==> src/rtl/vga_frame_sched.sv <==
// vga_frame_sched: VGA raster timing generator with a small command FIFO.
// Commands queued by the host are released to the rasterizer only during
// vertical blanking. A per-frame budget caps how many ops are issued.
module vga_frame_sched #(
    parameter int H_ACTIVE   = 640,
    parameter int H_FP       = 16,
    parameter int H_SYNC     = 96,
    parameter int H_BP       = 48,
    parameter int V_ACTIVE   = 480,
    parameter int V_FP       = 10,
    parameter int V_SYNC     = 2,
    parameter int V_BP       = 33,
    parameter int FIFO_DEPTH = 4,
    parameter int MAX_OPS    = 16
) (
    input  logic       clk,
    input  logic       rst_n,
    input  logic       i_ena,
    input  logic [7:0] i_cmd_in,
    input  logic       i_cmd_valid,
    output logic       o_cmd_ready,
    output logic       o_op_valid,
    output logic [7:0] o_op_data,
    input  logic       i_op_ready,
    output logic       o_hsync,
    output logic       o_vsync,
    output logic       o_active,
    output logic [9:0] o_x,
    output logic [9:0] o_y,
    output logic       o_frame_start,
    output logic [7:0] o_frame_cnt,
    output logic       o_overflow
);

    localparam int H_TOTAL = H_ACTIVE + H_FP + H_SYNC + H_BP;
    localparam int V_TOTAL = V_ACTIVE + V_FP + V_SYNC + V_BP;
    localparam int PW      = $clog2(FIFO_DEPTH);
    localparam int CW      = PW + 1;
    localparam int IW      = $clog2(MAX_OPS + 1);

    localparam logic [9:0] L_H_LAST   = 10'(H_TOTAL - 1);
    localparam logic [9:0] L_V_LAST   = 10'(V_TOTAL - 1);
    localparam logic [9:0] L_H_ACT    = 10'(H_ACTIVE);
    localparam logic [9:0] L_V_ACT    = 10'(V_ACTIVE);
    localparam logic [9:0] L_V_ACT_M1 = 10'(V_ACTIVE - 1);
    localparam logic [9:0] L_HS_BEG   = 10'(H_ACTIVE + H_FP);
    localparam logic [9:0] L_HS_END   = 10'(H_ACTIVE + H_FP + H_SYNC - 1);
    localparam logic [9:0] L_VS_BEG   = 10'(V_ACTIVE + V_FP);
    localparam logic [9:0] L_VS_END   = 10'(V_ACTIVE + V_FP + V_SYNC - 1);
    localparam logic [CW-1:0] L_DEPTH = CW'(FIFO_DEPTH);
    localparam logic [IW-1:0] L_MAX   = IW'(MAX_OPS);

    typedef enum logic [1:0] {
        ST_ACTIVE = 2'd0,
        ST_DRAIN  = 2'd1,
        ST_HOLD   = 2'd2
    } state_t;

    // Registered state
    logic [9:0]    r_x;
    logic [9:0]    r_y;
    logic          r_frame_start;
    logic [7:0]    r_frame_cnt;
    logic          r_overflow;
    state_t        r_state;
    logic [PW-1:0] r_wr_ptr;
    logic [PW-1:0] r_rd_ptr;
    logic [CW-1:0] r_count;
    logic [IW-1:0] r_issued;
    logic          r_op_valid;
    logic [7:0]    r_op_data;
    logic [7:0]    r_mem [FIFO_DEPTH];

    // Combinational helpers
    logic          w_full;
    logic          w_push;
    logic          w_pop;
    logic          w_x_wrap;
    logic          w_y_wrap;
    logic          w_to_drain;
    logic          w_to_frame;
    logic [CW-1:0] w_count_next;
    logic [PW-1:0] w_rd_ptr_next;
    state_t        w_state_next;
    logic [IW-1:0] w_issued_next;
    logic          w_op_valid_next;
    logic [7:0]    w_head_next;

    assign w_full        = (r_count == L_DEPTH);
    assign o_cmd_ready   = i_ena & ~w_full;
    assign w_push        = i_cmd_valid & o_cmd_ready;
    assign w_pop         = i_ena & r_op_valid & i_op_ready;
    assign w_x_wrap      = (r_x == L_H_LAST);
    assign w_y_wrap      = (r_y == L_V_LAST);
    // The coming edge moves the beam to (0, V_ACTIVE): start of vblank.
    assign w_to_drain    = w_x_wrap & (r_y == L_V_ACT_M1);
    // The coming edge moves the beam to (0, 0): start of a new frame.
    assign w_to_frame    = w_x_wrap & w_y_wrap;
    assign w_count_next  = r_count + CW'(w_push) - CW'(w_pop);
    assign w_rd_ptr_next = r_rd_ptr + PW'(w_pop);

    // Next FSM state and issue count; the budget restarts on each DRAIN entry.
    always_comb begin
        w_state_next  = r_state;
        w_issued_next = r_issued + IW'(w_pop);
        case (r_state)
            ST_ACTIVE: begin
                if (w_to_drain) begin
                    w_state_next  = ST_DRAIN;
                    w_issued_next = '0;
                end
            end
            ST_DRAIN: begin
                if (w_to_frame) begin
                    w_state_next = (r_op_valid && !i_op_ready) ? ST_HOLD : ST_ACTIVE;
                end
            end
            ST_HOLD: begin
                if (w_pop) begin
                    if (w_to_drain) begin
                        w_state_next  = ST_DRAIN;
                        w_issued_next = '0;
                    end else begin
                        w_state_next = ST_ACTIVE;
                    end
                end
            end
            default: w_state_next = ST_ACTIVE;
        endcase
    end

    // Look ahead one edge so op_valid/op_data come straight from registers.
    // A byte pushed into an otherwise empty FIFO bypasses the array.
    always_comb begin
        w_op_valid_next = (w_state_next == ST_HOLD) ||
                          ((w_state_next == ST_DRAIN) && (w_count_next != '0) &&
                           (w_issued_next < L_MAX));
        if (w_push && ((r_count - CW'(w_pop)) == '0)) begin
            w_head_next = i_cmd_in;
        end else begin
            w_head_next = r_mem[w_rd_ptr_next];
        end
    end

    // FIFO storage: write-only array, no reset so it maps onto RAM.
    always_ff @(posedge clk) begin
        if (w_push) begin
            r_mem[r_wr_ptr] <= i_cmd_in;
        end
    end

    // Raster counters, frame bookkeeping, FIFO pointers and the scheduler FSM.
    always_ff @(posedge clk or negedge rst_n) begin
        if (!rst_n) begin
            r_x           <= '0;
            r_y           <= '0;
            r_frame_start <= 1'b0;
            r_frame_cnt   <= '0;
            r_overflow    <= 1'b0;
            r_state       <= ST_ACTIVE;
            r_wr_ptr      <= '0;
            r_rd_ptr      <= '0;
            r_count       <= '0;
            r_issued      <= '0;
            r_op_valid    <= 1'b0;
            r_op_data     <= '0;
        end else if (i_ena) begin
            r_x <= w_x_wrap ? 10'd0 : r_x + 10'd1;
            if (w_x_wrap) begin
                r_y <= w_y_wrap ? 10'd0 : r_y + 10'd1;
            end
            r_frame_start <= w_to_frame;
            if (w_to_frame) begin
                r_frame_cnt <= r_frame_cnt + 8'd1;
            end
            if (i_cmd_valid && !o_cmd_ready) begin
                r_overflow <= 1'b1;
            end
            if (w_push) begin
                r_wr_ptr <= r_wr_ptr + PW'(1);
            end
            r_rd_ptr   <= w_rd_ptr_next;
            r_count    <= w_count_next;
            r_state    <= w_state_next;
            r_issued   <= w_issued_next;
            r_op_valid <= w_op_valid_next;
            r_op_data  <= w_op_valid_next ? w_head_next : 8'h00;
        end
    end

    assign o_hsync       = ~((r_x >= L_HS_BEG) && (r_x <= L_HS_END));
    assign o_vsync       = ~((r_y >= L_VS_BEG) && (r_y <= L_VS_END));
    assign o_active      = (r_x < L_H_ACT) && (r_y < L_V_ACT);
    assign o_x           = r_x;
    assign o_y           = r_y;
    assign o_frame_start = r_frame_start;
    assign o_frame_cnt   = r_frame_cnt;
    assign o_overflow    = r_overflow;
    assign o_op_valid    = r_op_valid;
    assign o_op_data     = r_op_data;

endmodule

==> config.mk <==
export PLATFORM = sky130hd
export DESIGN_NAME = vga_frame_sched
export DESIGN_NICKNAME = d
export VERILOG_FILES = /design/src/rtl/vga_frame_sched.sv
export SDC_FILE = /design/constraint.sdc
export NUM_CORES = 1
export LEC_CHECK = 0
export CAP_MARGIN = 20
export CORE_MARGIN = 3
export CORE_UTILIZATION = 37
export DETAILED_ROUTE_END_ITERATION = 12
export HOLD_SLACK_MARGIN = 0.12
export SYNTH_ARGS = -nofsm -noshare
export SYNTH_HDL_FRONTEND = slang
export SYNTH_SLANG_ARGS = --single-unit
==> constraint.sdc <==
create_clock -name clk -period 7.25 [get_ports clk]
set_input_delay 1.45 -clock clk [delete_from_list [all_inputs] [get_ports clk]]
set_output_delay 1.45 -clock clk [all_outputs]
set_load 0.005 [all_outputs]
==> flow_summary.yaml <==
clock_tree:
  cts_tree: "yes"
  cts-buffers-inserted: 9
  cts_resized: 0
  cts_max_level: 3
  cts_setup_buffers: 0
  clkTransAtPathRegs_ns: 0.08
  clk_latency_ns: 0.35
  cts-root-buf: "clkbuf_8"
  cts_sinks: 85
  hold_buffers: 0
  cts_buffer_depth: 2
floorplanning:
  rows: 37
  die_w_um: 110.9
  io_pins: 56
  die_h_um: 110.9
  fp.coreArea_um2: 10510
  die-area_um2: 12290
  start_util: 0.3871
yosys:
  avgSynthCellArea_um2: 12.52
  synth_top_area_share: 0.3261
  synthTopCellsByArea: "dfrtp_1, edfxtp_1, ha_1"
  syn_nets: 355
  synthesis.area_um2: 4068
  synth_flop_cell: "dfrtp_1"
  ys_types: 51
  yosysTopAreaCell: "dfrtp_1"
  ys.warnings.count: 0
  synth-edff-count: 32
  synth_seq_area_share: 0.5623
  async_flop_share: 0.6235
  synth_cells: 325
  ys_ff_latch: 85
setup_path:
  r2r_cells: 12
  cpMaxStageDelayCell: "o311ai_4"
  timing.rr.start: "r_count[2]"
  crit_chain: "clkdlybuf4s50_1 > buf_4 > nand2_1 > nor2_1 > inv_1 > ha_1 > inv_1 > ha_1 > fa_1 > xnor3_1 > o32ai_1 > a211oi_1 > o311ai_4 > o2bb2ai_1"
  arrival_ns: 5.17
  start_kind: "primary input"
  crit_start: "i_ena"
  worstPathRequired_ns: 7.46
  r2r-end: "o_op_data[1]"
  critical_path_class: "in -> reg"
  endpoint_kind: "flop"
  crit_path_max_fanout: 32
  max_stage_delay_ns: 0.53
  rrSetupSlack_ns: 3.61
sta:
  tightest_slew_ns: 0.9755
  max_freq_mhz: 201.5
  relSlewSlack: 0.3475
  setup-violations-final: 0
  rsz0062_at_grt: "no"
  hold_viol: 0
  fin_crit_sh: 0.6846
  report.final.slew_viol_count: 0
  clock_skew_ns: 0.009111
  fin_setup_tns_ns: 0
  min_period_ns: 4.964
place:
  dpl.cell_count: 512
  io_buffers: 55
  hpwl_um: 5986
  gp_congestion: 0.7812
hold_path:
  hold_path_depth: 1
  hold_path_class: "reg -> reg"
  hold_path_startpoint: "o_overflow"
  holdPathEnd: "o_overflow"
pwr:
  swShare: 0.2823
  ir_drop_mv: 0.1270
  internal_power_mw: 0.9214
  seq_power_share: 0.477
  p_leak_nw: 2.026
  power_switching_mw: 0.3624
  comb_power_share: 0.244
  clockPowerShare: 0.280
  power_density_nw_per_um2: 257.1
layout:
  antenna_cells: 0
  nets: 417
  final_cells: 528
  final_layout_size_suffix_gt1_frac: 0.09949
  syn_to_final_growth_pct: 22.76
  final_util: 0.4752
  fillCellCount: 949
detailed_routing:
  vias: 2718
  drtIter0Drc: 98
  wl_per_cell_um: 16.14
  vias_per_cell: 5.148
  wirelength_um: 8520
  drc: 0
  ant_nets: 0
  drtPass1Iterations: 4
grt:
  grt_remaining_overflow: 0
  grt_max_degree: 54
  grt_antenna_before_repair: 0
  grt_pass1_vias: 2743
  grt_usage: 0.1457
  grt_pass1_wl_um: 14430
run_status:
  outcome: "completed"
flow_run:
  drv_cap: 0
## cell type report
| type | count | area [um2] | area share |
|---|---|---|---|
| sequential | 85 | 2287 | 0.4580 |
| inverter | 15 | 56.30 | 0.01128 |
| clock buffer | 12 | 166.4 | 0.03333 |
| clock inverter | 4 | 52.55 | 0.01052 |
| tap | 136 | 170.2 | 0.03408 |
| multi-input combinational | 219 | 1700 | 0.3405 |
| timing repair buffer | 57 | 560.5 | 0.1123 |
## critical path, delay by kind of cell
kind,cells,cell delay (ns)
AND/OR/NAND/NOR,2,0.52
adder cells (fa/ha/maj),3,0.87
XOR/XNOR,1,0.39
AO/OA/AOI/OAI,4,1.03
buffers and inverters,4,0.88
## how the worst max path moves through the flow
stage                              end  cells past startpoint
after CTS                 o_op_data[1]                     14
after global routing      o_op_data[1]                     14
after floorplan             o_op_valid                     12
final                     o_op_data[1]                     14
after detailed placement  o_op_data[7]                     14
after global placement      o_op_valid                     14
## cells by family (layout without fill, tap and decap cells)
logic type	after synthesis	after routing	share of synthesized area
flip-flops	85	85	0.5623
XOR/XNOR	25	25	0.05721
AO/OA/AOI/OAI	49	49	0.08890
buffers and inverters	21	88	0.01968
AND/OR/NAND/NOR	108	108	0.1433
adder cells (fa/ha/maj)	17	17	0.05414
multiplexers	20	20	0.07444
## power by group through the flow
stage                     clock network, mW  registers, mW  logic [mW]
after floorplan                           0          0.608       0.216
after global placement                    0          0.622       0.312
after detailed placement                  0          0.621       0.318
after CTS                             0.371          0.612       0.318
after global routing                  0.392          0.623       0.350
final                                 0.359          0.612       0.313
## through the flow
| step | setup WS, ns | hold slack, ns | power [mW] | instance area, um2 |
|---|---|---|---|---|
| final | 2.286 | 0.4673 | 1.284 | 4994 |
| after global routing | 2.110 | 0.5029 | 1.365 | 4994 |
| after CTS | 2.294 | 0.4740 | 1.302 | 4994 |
| after detailed placement | 1.955 | 0.4545 | 0.9392 | 4775 |
| after global placement | 2.105 | 0.4494 | 0.9335 | 4775 |
| after floorplan | 3.173 | 0.4635 | 0.8241 | 4068 |
## synth_stat cells, types with 2 or more instances
cell and number:
nand3_1 8, nor4b_2 2, and4_1 2, nand4_1 10, ha_1 16, o21ai_0 15
nor4b_1 2, and2_1 5, edfxtp_1 32, o2bb2ai_1 10, clkbuf_1 4, nor3_1 11
nor2_1 13, dfrtp_1 53, mux4_2 8, xor2_1 7, a21oi_1 7, mux2i_1 10
or4_4 2, a31o_2 2, nand2_1 36, or4_1 2, xnor2_1 17, a21o_1 2
inv_1 15, mux2_2 2, nor2b_1 2, and3_1 6, o31ai_1 2
## per-layer routing
layer	routed length, um	up-vias	GRT usage
li1	-	1319	-
met2	3969	42	0.2217
met4	136	0	0.05172
met5	0	-	0
met3	314	9	0.03439
met1	4099	1348	0.2042
## registers in the layout, indices dropped and copies added (netlist names), 2 cells and up
register and cells:
r_state 2, r_mem 32, o_y 10, r_rd_ptr 2, r_count 3, o_frame_cnt 8, r_wr_ptr 2, r_issued 5
o_op_data 8, o_x 10
## layout by cell type, fill, tap and decap left out, types with 2 or more instances in the layout
master           Yosys  layout
nor2b_1              2       2
inv_1               15      15
nand2_1             36      36
o21ai_0             15      15
mux2_2               2       2
and4_1               2       2
or4_4                2       2
nor2_1              13      13
o31ai_1              2       2
clkbuf_8             0      10
a21oi_1              7       7
and3_1               6       6
edfxtp_1            32      32
or4_1                2       2
dfrtp_1             53      53
xor2_1               7       7
clkdlybuf4s50_1      0      54
nand3_1              8       8
buf_4                0       2
nor4b_1              2       2
nand4_1             10      10
mux2i_1             10      10
and2_1               5       5
xnor2_1             17      17
o2bb2ai_1           10      10
a21o_1               2       2
a31o_2               2       2
ha_1                16      16
nor3_1              11      11
mux4_2               8       8
nor4b_2              2       2
(Power assumes the default switching activity.)
